===== src/rtl/duck_pkg.sv =====
// rtl/duck_pkg.sv - shared state encoding, key colour and clamp helper for the duck sprite engine
package duck_pkg;

  typedef enum logic [2:0] {
    ST_IDLE   = 3'd0,
    ST_FLY    = 3'd1,
    ST_SHOT   = 3'd2,
    ST_FALL   = 3'd3,
    ST_ESCAPE = 3'd4
  } duck_state_t;

  localparam logic [23:0] KEY_COLOR_DEF = 24'h00ff00;

  function automatic logic [9:0] clamp10(input int v, input int lo, input int hi);
    if (v < lo) return 10'(lo);
    if (v > hi) return 10'(hi);
    return 10'(v);
  endfunction

endpackage


===== src/rtl/sprite_addr_gen.sv =====
// rtl/sprite_addr_gen.sv - per-pixel sprite box test, mirroring and sheet address, with in_box delayed to line up with the ROM
module sprite_addr_gen
  import duck_pkg::*;
#(
  parameter int SPR_W        = 20,
  parameter int SPR_H        = 16,
  parameter int SHEET_STRIDE = 640,
  parameter int BASE_ADDR    = 550,
  parameter int ADDR_W       = 19
) (
  input  logic              Clk,
  input  logic              Reset_n,
  input  logic [9:0]        DrawX,
  input  logic [9:0]        DrawY,
  input  logic [9:0]        duck_x,
  input  logic [9:0]        duck_y,
  input  logic [2:0]        frame,
  input  logic              mirror,
  input  logic              visible,
  output logic [ADDR_W-1:0] read_address,
  output logic              in_box_q
);

  logic [10:0]       dx;
  logic [10:0]       dy;
  logic [10:0]       col;
  logic              in_box;
  logic [ADDR_W-1:0] addr_full;

  assign dx = {1'b0, DrawX} - {1'b0, duck_x};
  assign dy = {1'b0, DrawY} - {1'b0, duck_y};

  // A hidden duck never claims a pixel, so the address rests at the sheet origin.
  assign in_box = visible && (DrawX >= duck_x) && (dx < 11'(SPR_W))
               && (DrawY >= duck_y) && (dy < 11'(SPR_H));

  assign col = mirror ? (11'(SPR_W - 1) - dx) : dx;

  assign addr_full = ADDR_W'(BASE_ADDR)
                   + ADDR_W'(dy) * ADDR_W'(SHEET_STRIDE)
                   + ADDR_W'(frame) * ADDR_W'(SPR_W)
                   + ADDR_W'(col);

  assign read_address = in_box ? addr_full : ADDR_W'(BASE_ADDR);

  always_ff @(posedge Clk or negedge Reset_n) begin
    if (!Reset_n) in_box_q <= 1'b0;
    else          in_box_q <= in_box;
  end

endmodule


===== src/rtl/duck_sprite_engine.sv =====
// rtl/duck_sprite_engine.sv - one animated duck: life-cycle FSM, bounce motion, flap animation and sprite pixel output
module duck_sprite_engine
  import duck_pkg::*;
#(
  parameter int          SPR_W          = 20,
  parameter int          SPR_H          = 16,
  parameter int          SHEET_STRIDE   = 640,
  parameter int          BASE_ADDR      = 550,
  parameter int          NUM_FLY_FRAMES = 3,
  parameter int          ANIM_DIV       = 8,
  parameter int          X_STEP         = 2,
  parameter int          Y_STEP         = 1,
  parameter int          FALL_STEP      = 3,
  parameter int          X_MIN          = 0,
  parameter int          X_MAX          = 639,
  parameter int          Y_MIN          = 0,
  parameter int          Y_MAX          = 400,
  parameter int          FLY_TICKS      = 600,
  parameter int          SHOT_TICKS     = 30,
  parameter logic [23:0] KEY_COLOR      = KEY_COLOR_DEF,
  parameter int          ADDR_W         = 19
) (
  input  logic              Clk,
  input  logic              Reset_n,
  input  logic              frame_clk,
  input  logic [9:0]        DrawX,
  input  logic [9:0]        DrawY,
  input  logic              launch,
  input  logic [9:0]        launch_x,
  input  logic              launch_left,
  input  logic              shot,
  input  logic [23:0]       rom_data,
  output logic [ADDR_W-1:0] read_address,
  output logic              is_duck,
  output logic [2:0]        duck_state,
  output logic              hit_pulse,
  output logic              landed_pulse,
  output logic              escaped_pulse
);

  localparam int X_HI = X_MAX - SPR_W + 1;
  localparam int Y_HI = Y_MAX - SPR_H + 1;

  duck_state_t state;
  logic        fc_q;
  logic        tick;
  logic [9:0]  x;
  logic [9:0]  y;
  logic        dir_left;
  logic        dir_down;
  logic [15:0] fly_cnt;
  logic [15:0] shot_cnt;
  logic [15:0] anim_cnt;
  logic [2:0]  frame;
  logic        mirror;
  logic        visible;
  logic        in_box_q;

  always_ff @(posedge Clk or negedge Reset_n) begin
    if (!Reset_n) begin
      state         <= ST_IDLE;
      fc_q          <= 1'b0;
      tick          <= 1'b0;
      x             <= '0;
      y             <= '0;
      dir_left      <= 1'b0;
      dir_down      <= 1'b0;
      fly_cnt       <= '0;
      shot_cnt      <= '0;
      anim_cnt      <= '0;
      frame         <= '0;
      hit_pulse     <= 1'b0;
      landed_pulse  <= 1'b0;
      escaped_pulse <= 1'b0;
    end else begin
      fc_q          <= frame_clk;
      tick          <= frame_clk & ~fc_q;
      hit_pulse     <= 1'b0;
      landed_pulse  <= 1'b0;
      escaped_pulse <= 1'b0;

      // Wing flap runs while flying or escaping; the shot/fall poses overwrite frame.
      if (tick && (state == ST_FLY || state == ST_ESCAPE)
          && !(state == ST_FLY && (shot || fly_cnt == 16'(FLY_TICKS - 1)))) begin
        if (anim_cnt == 16'(ANIM_DIV - 1)) begin
          anim_cnt <= '0;
          frame    <= (frame == 3'(NUM_FLY_FRAMES - 1)) ? 3'd0 : frame + 3'd1;
        end else begin
          anim_cnt <= anim_cnt + 16'd1;
        end
      end

      case (state)
        ST_IDLE: begin
          if (launch) begin
            state    <= ST_FLY;
            x        <= clamp10(int'(launch_x), X_MIN, X_HI);
            y        <= 10'(Y_HI);
            dir_left <= launch_left;
            dir_down <= 1'b0;
            fly_cnt  <= '0;
            anim_cnt <= '0;
            frame    <= '0;
          end
        end
        ST_FLY: begin
          if (shot) begin
            state     <= ST_SHOT;
            hit_pulse <= 1'b1;
            shot_cnt  <= '0;
            frame     <= 3'(NUM_FLY_FRAMES);
          end else if (tick) begin
            if (fly_cnt == 16'(FLY_TICKS - 1)) begin
              state <= ST_ESCAPE;
            end else begin
              fly_cnt <= fly_cnt + 16'd1;
              if (!dir_left) begin
                if ({1'b0, x} + 11'(X_STEP) > 11'(X_HI)) begin
                  x        <= 10'(X_HI);
                  dir_left <= 1'b1;
                end else begin
                  x <= x + 10'(X_STEP);
                end
              end else begin
                if (x < 10'(X_MIN + X_STEP)) begin
                  x        <= 10'(X_MIN);
                  dir_left <= 1'b0;
                end else begin
                  x <= x - 10'(X_STEP);
                end
              end
              if (dir_down) begin
                if ({1'b0, y} + 11'(Y_STEP) > 11'(Y_HI)) begin
                  y        <= 10'(Y_HI);
                  dir_down <= 1'b0;
                end else begin
                  y <= y + 10'(Y_STEP);
                end
              end else begin
                if (y < 10'(Y_MIN + Y_STEP)) begin
                  y        <= 10'(Y_MIN);
                  dir_down <= 1'b1;
                end else begin
                  y <= y - 10'(Y_STEP);
                end
              end
            end
          end
        end
        ST_SHOT: begin
          if (tick) begin
            if (shot_cnt == 16'(SHOT_TICKS - 1)) begin
              state <= ST_FALL;
              frame <= 3'(NUM_FLY_FRAMES + 1);
            end else begin
              shot_cnt <= shot_cnt + 16'd1;
            end
          end
        end
        ST_FALL: begin
          if (tick) begin
            if ({1'b0, y} + 11'(SPR_H - 1 + FALL_STEP) >= 11'(Y_MAX)) begin
              state        <= ST_IDLE;
              landed_pulse <= 1'b1;
            end else begin
              y <= y + 10'(FALL_STEP);
            end
          end
        end
        ST_ESCAPE: begin
          if (tick) begin
            if (y < 10'(Y_MIN + FALL_STEP)) begin
              state         <= ST_IDLE;
              escaped_pulse <= 1'b1;
            end else begin
              y <= y - 10'(FALL_STEP);
            end
          end
        end
        default: state <= ST_IDLE;
      endcase
    end
  end

  assign visible    = (state != ST_IDLE);
  assign mirror     = dir_left && (state == ST_FLY || state == ST_ESCAPE);
  assign duck_state = state;
  assign is_duck    = in_box_q && visible && (rom_data != KEY_COLOR);

  sprite_addr_gen #(
    .SPR_W       (SPR_W),
    .SPR_H       (SPR_H),
    .SHEET_STRIDE(SHEET_STRIDE),
    .BASE_ADDR   (BASE_ADDR),
    .ADDR_W      (ADDR_W)
  ) u_addr (
    .Clk         (Clk),
    .Reset_n     (Reset_n),
    .DrawX       (DrawX),
    .DrawY       (DrawY),
    .duck_x      (x),
    .duck_y      (y),
    .frame       (frame),
    .mirror      (mirror),
    .visible     (visible),
    .read_address(read_address),
    .in_box_q    (in_box_q)
  );

endmodule


===== config.mk =====
export PLATFORM = sky130hd
export DESIGN_NAME = duck_sprite_engine
export DESIGN_NICKNAME = d
export VERILOG_FILES = /design/src/rtl/duck_pkg.sv /design/src/rtl/sprite_addr_gen.sv /design/src/rtl/duck_sprite_engine.sv
export SDC_FILE = /design/constraint.sdc
export NUM_CORES = 1
export LEC_CHECK = 0
export ABC_AREA = 1
export CAP_MARGIN = 20
export CORE_MARGIN = 1
export CORE_UTILIZATION = 55
export CTS_CLUSTER_SIZE = 25
export DETAILED_ROUTE_END_ITERATION = 12
export GPL_ROUTABILITY_DRIVEN = 0
export PLACE_DENSITY = 0.88
export SLEW_MARGIN = 5
export SYNTH_ARGS = -nofsm -noshare
export SYNTH_HDL_FRONTEND = slang
export SYNTH_SLANG_ARGS = --single-unit

===== constraint.sdc =====
create_clock -name Clk -period 5.9 [get_ports Clk]
set_input_delay 1.18 -clock Clk [delete_from_list [all_inputs] [get_ports Clk]]
set_output_delay 1.18 -clock Clk [all_outputs]
set_load 0.005 [all_outputs]

After elaboration in Yosys (flattened, before gate mapping)
Index checks and enable logic that the tools add are counted.
{"block": "word_totals", "word_cells": 179, "reg_bits": 82, "mem_bits_rw": 0, "mem_count": 0, "rom_bits": 0, "input_bits": 60, "output_inout_bits": 26, "latchBits": 0}
{"block": "op_classes", "multipliers": 2, "n_shift": 0, "n_mux": 83, "n_reduce_logical": 22, "magnitude_cmp": 11, "bitwise_logic": 2, "n_eq_ne": 25, "n_addsub": 19, "div_mod_pow": 0}
{"op": "2-to-1 mux 10 bit", "n": 20}
{"op": "2-to-1 mux 16 bit", "n": 11}
{"op": "one-hot mux 16 bit (2 select lines)", "n": 2}
{"op": "2-to-1 mux 3 bit", "n": 17}
{"op": "adder 16 x 1 -> 16 bit (second input constant)", "n": 3}
{"op": "one-hot mux 10 bit (4 select lines)", "n": 1}
{"op": "!= test 2 bit (second input constant)", "n": 14}
{"op": "2-to-1 mux 1 bit", "n": 25}
{"op": "!= test 24 x 16 -> 1 bit (second input constant)", "n": 1}
{"op": "< comparator 11 x 5 -> 1 bit (second input constant)", "n": 2}
{"op": "subtractor 10 x 10 -> 11 bit", "n": 2}
{"op": "adder 10 x 2 -> 10 bit (second input constant)", "n": 2}
{"op": "greater-or-equal comparator 10 bit", "n": 2}
{"op": "< comparator 10 x 2 -> 1 bit (second input constant)", "n": 2}
{"op": "one-hot mux 10 bit (2 select lines)", "n": 1}
{"op": "subtractor 10 x 2 -> 10 bit (second input constant)", "n": 2}
{"op": "adder 10 x 19 -> 19 bit (first input constant)", "n": 1}
{"op": "adder 19 x 11 -> 19 bit", "n": 1}
{"op": "adder 19 x 8 -> 19 bit", "n": 1}
{"op": "2-to-1 mux 19 bit", "n": 1}
{"op": "AND reduction 9 bit", "n": 2}
{"op": "equality test 16 x 10 -> 1 bit (second input constant)", "n": 1}
{"op": "equality test 16 x 3 -> 1 bit (second input constant)", "n": 1}
{"op": "equality test 16 x 5 -> 1 bit (second input constant)", "n": 1}
{"op": "33 further kinds", "n": 48}

Logic depth before layout (Yosys ltp)
{"block": "depth", "ltp_word": 9, "depth_mapped": 29, "mapped_depth_nobuf": 29}

Hierarchy
Synthesis repeated with hierarchy kept, for this count alone.
{"block": "unflattened", "hier_cells": 1441, "area_unflattened_um2": 9247.6}
{"module": "duck_sprite_engine", "seq_area_each_um2": 2026.9, "n_inst": 1, "cells_per_inst": 947, "area_per_inst_um2": 6343.6}
{"module": "sprite_addr_gen", "seq_area_each_um2": 25.0, "n_inst": 1, "cells_per_inst": 494, "area_per_inst_um2": 2904.0}

Worst setup path before layout
Ideal clock, no wire load.
{"block": "synth_path", "path_type": "input to output", "startpoint": "in DrawX[0]", "endpoint": "out read_address[18]", "path_buffers": 0, "stages": 25, "required_time_ns": 4.720, "arrival_ns": 4.427, "path_slack_ns": 0.293, "path_cell_list": "inv_1 -> ha_1 -> inv_1 -> fa_1 -> nand3_1 -> a21oi_1 -> o21ai_0 -> nand2_1 -> nor2_2 -> a21oi_1 -> xnor2_1 -> inv_1 -> fa_1 -> inv_1 -> ha_1 -> nand2_1 -> nor2_1 -> nand3_1 -> nand3_1 -> nand2_1 -> inv_1 -> nand4_1 -> nand3_1 -> nand3_1 -> nor2_1"}
{"block": "synth_via", "elab_chain_len": 6, "word_cells_on_any_way": 11, "classes_between": "3 x add/sub; 2 x order compare; 2 x mux; 4 x reduce/logical"}
{"element": "start: declaration", "line": "duck_sprite_engine.sv:26", "rtl": "input logic [9:0] DrawX,"}
{"element": "branches (longest 5 deep; another with adder 19 x 11 -> 19 bit)"}
{"element": "2-to-1 mux 19 bit (*)", "line": "sprite_addr_gen.sv:44", "rtl": "assign read_address = in_box ? addr_full : ADDR_W'(BASE_ADDR);"}
{"element": "end: declaration", "line": "duck_sprite_engine.sv:33", "rtl": "output logic [ADDR_W-1:0] read_address,"}
Every way passes the cells marked *.

Final worst setup path
{"block": "layout_path", "startpoint": "in DrawX[4]", "endpoint": "out read_address[16]"}
Same word-level chain as after synthesis.

==> metrics.cfg <==
[run_status]
run_status = finished with violations
violations = setup timing

[detailed_routing]
drtIter0Drc = 1343
route.final.wire_length_um = 30800
vias = 10782
drt-pass1-iter-count = 8
wl_per_cell_um = 16.84
drc_errors = 0
postRouteAntennaNets = 0
vias_per_cell = 5.895

[sta]
report.final.setup_viol = 12
layout_setup_ws_ps = -327.1
max_slew_margin_pct = 64.50
whs_ps = 404.3
fmax_ghz = 0.1606
period_needed_ps = 6227
fin_skew_ps = 9.530
maxSlewViolCount = 0
final-hold-violation-count = 0
tightest_slew_ps = 531.9
min_period_over_period_pct = 105.5
rsz0062_at_grt = true

[synthesis]
synth_area_um2 = 8931
syn_inst = 1400
synth_nets = 1537
synth-edff-count = 0
ys_seq_elements = 82
async_flop_share_pct = 100.0
syn_avg_cell_area_um2 = 6.379
yosysUniqueCellTypes = 49
yosysSeqAreaShare_pct = 22.98
yosysWarningCount = 0
synth_ff_type = dfrtp_1

[clock_network]
root_buffer = clkbuf_16
cts_tree = done
path_clk_slew_ps = 70
cts_hold_buf = 0
cts.htree.levels = 3
cts_sinks = 82
clk_path_buf_depth = 2
clk_latency_ps = 350
cts-buffers-inserted = 9

[setup_path]
worst_setup_path_end_kind = primary output
slowest_stage = ha_4
critPathMaxFanout = 4
worstSetupStartpointType = input port
cp_num_buf_inv = 7
arrival_ps = 5050
worstSetupPathType = in2out
path_delay_family = simple AND/OR/NAND/NOR gates
slowest_delay_ps = 350
required_ps = 4720
cpMostUsedCell = nand2_1
worst-r2r-setup-slack_ps = 2610

[cells_and_area]
nets = 1745
final_cell_mix = nand2_1, inv_1, nor2_1
final_common_cell = nand2_1
fill_cells = 1107
drive_gt1_share_pct = 20.89
antennaDiodeCount = 0
syn_to_final_growth_pct = 35.04

[die]
initial_core_util_pct = 56.22
die_x_um = 129.4
die_y_um = 129.4
num_rows = 46
core_um2 = 15890
pin_count = 86
die_area_um2 = 16750

[place]
pre_cts_ws_ps = -1000
dp_hpwl_um = 19530
numPortBuffers = 85

[global_route]
met2_usage_pct = 57.40
met3_usage_pct = 5.822
grt_max_degree = 83
first_global_vias = 9850
grtUsageTotal_pct = 33.96
grt-ovfl-total = 0
antenna_found_initial = 0
grtUsageMet1_pct = 43.24
grt_pass1_wl_um = 45960
grt-busiest-layer = met2

[run]
max-cap-violations = 0

[hold_path]
hp-class = reg2reg

[stage by stage]
step	cell area, µm²	setup TNS (ps)	std cells	utilization [%]
floorplan	8931	0	1400	-
global placement	10750	-8485	1791	67.70
detailed placement	10750	-10500	1791	67.70
CTS	11540	0	1816	72.68
global route	12060	-4782	1829	75.92
finish	12060	-2525	1829	75.92
[timing repair]
| action | in CTS | in global routing |
|---|---|---|
| resized for setup | 128 | 101 |
| buffers inserted | 9 | 12 |
| cloned | 0 | 0 |
| setup endpoints to repair | 15 | 13 |
| pin swaps | 48 | 62 |
[sequential cells by signal, indices dropped and copies added, names as in the netlist]
register / cells
dir_left: 1
y: 10
u_addr.in_box_q: 1
fly_cnt: 16
tick: 1
fc_q: 1
frame: 3
hit_pulse: 1
dir_down: 1
anim_cnt: 16
escaped_pulse: 1
duck_state: 3
x: 10
shot_cnt: 16
landed_pulse: 1
[synthesized netlist by cell type (all sizes together), types with 4 or more instances]
library cell  number  share of area (%)
nand3             96                5.6
fa                 5                1.1
o31ai             17                1.4
nand2            368                 16
a21oi             76                4.3
nand3b            11               0.92
inv              212                8.9
xnor2             10               0.98
buf               17                1.2
xor2              49                4.8
a21boi             4               0.34
a31oi              7               0.49
nor4              14               0.98
dfrtp             82                 23
or2                8               0.56
nor3              36                2.4
nand4             42                3.0
ha                72                 10
nor2             171                7.7
o211ai             8               0.67
o21ai             70                3.9
[per-layer routing]
| layer | part of all wire (%) | vias to the layer above |
|---|---|---|
| met4 | 5.5 | 0 |
| li1 | - | 5005 |
| met2 | 47 | 729 |
| met3 | 9.4 | 210 |
| met1 | 38 | 4838 |
| met5 | 0 | - |
[layout make-up]
class,instances,area [µm²],area share [%]
clock inverters,5,107.6,0.8922
multi-input cells,1085,6738,55.87
clock buffers,11,252.7,2.096
repair buffers,217,1833,15.20
well taps,216,270.3,2.241
flip-flops and latches,82,2052,17.01
inverters,213,807.0,6.692
[cells by family after synthesis]
logic type | after synthesis | share of synthesized area [%]
buf+inv | 233 | 10.31
xor+xnor | 59 | 5.786
compound gates | 200 | 12.66
fa+ha+maj | 77 | 11.21
flops | 82 | 22.98
simple gates | 749 | 37.06
[final timing paths]
path	from	endpoint	cells past startpoint
worst max-delay path	DrawX[4]	read_address[16]	28
worst min-delay path	fc_q	tick	1
worst max register to register	duck_state[2]	dir_down	13
worst min register to register	fc_q	tick	1
max in group asynchronous	Reset_n	y[6]	2
min in group asynchronous	Reset_n	u_addr.in_box_q	1
Power is left out: the tool's default activity adds up to more than one toggle a clock period on the data nets, which glitch-free logic cannot reach.
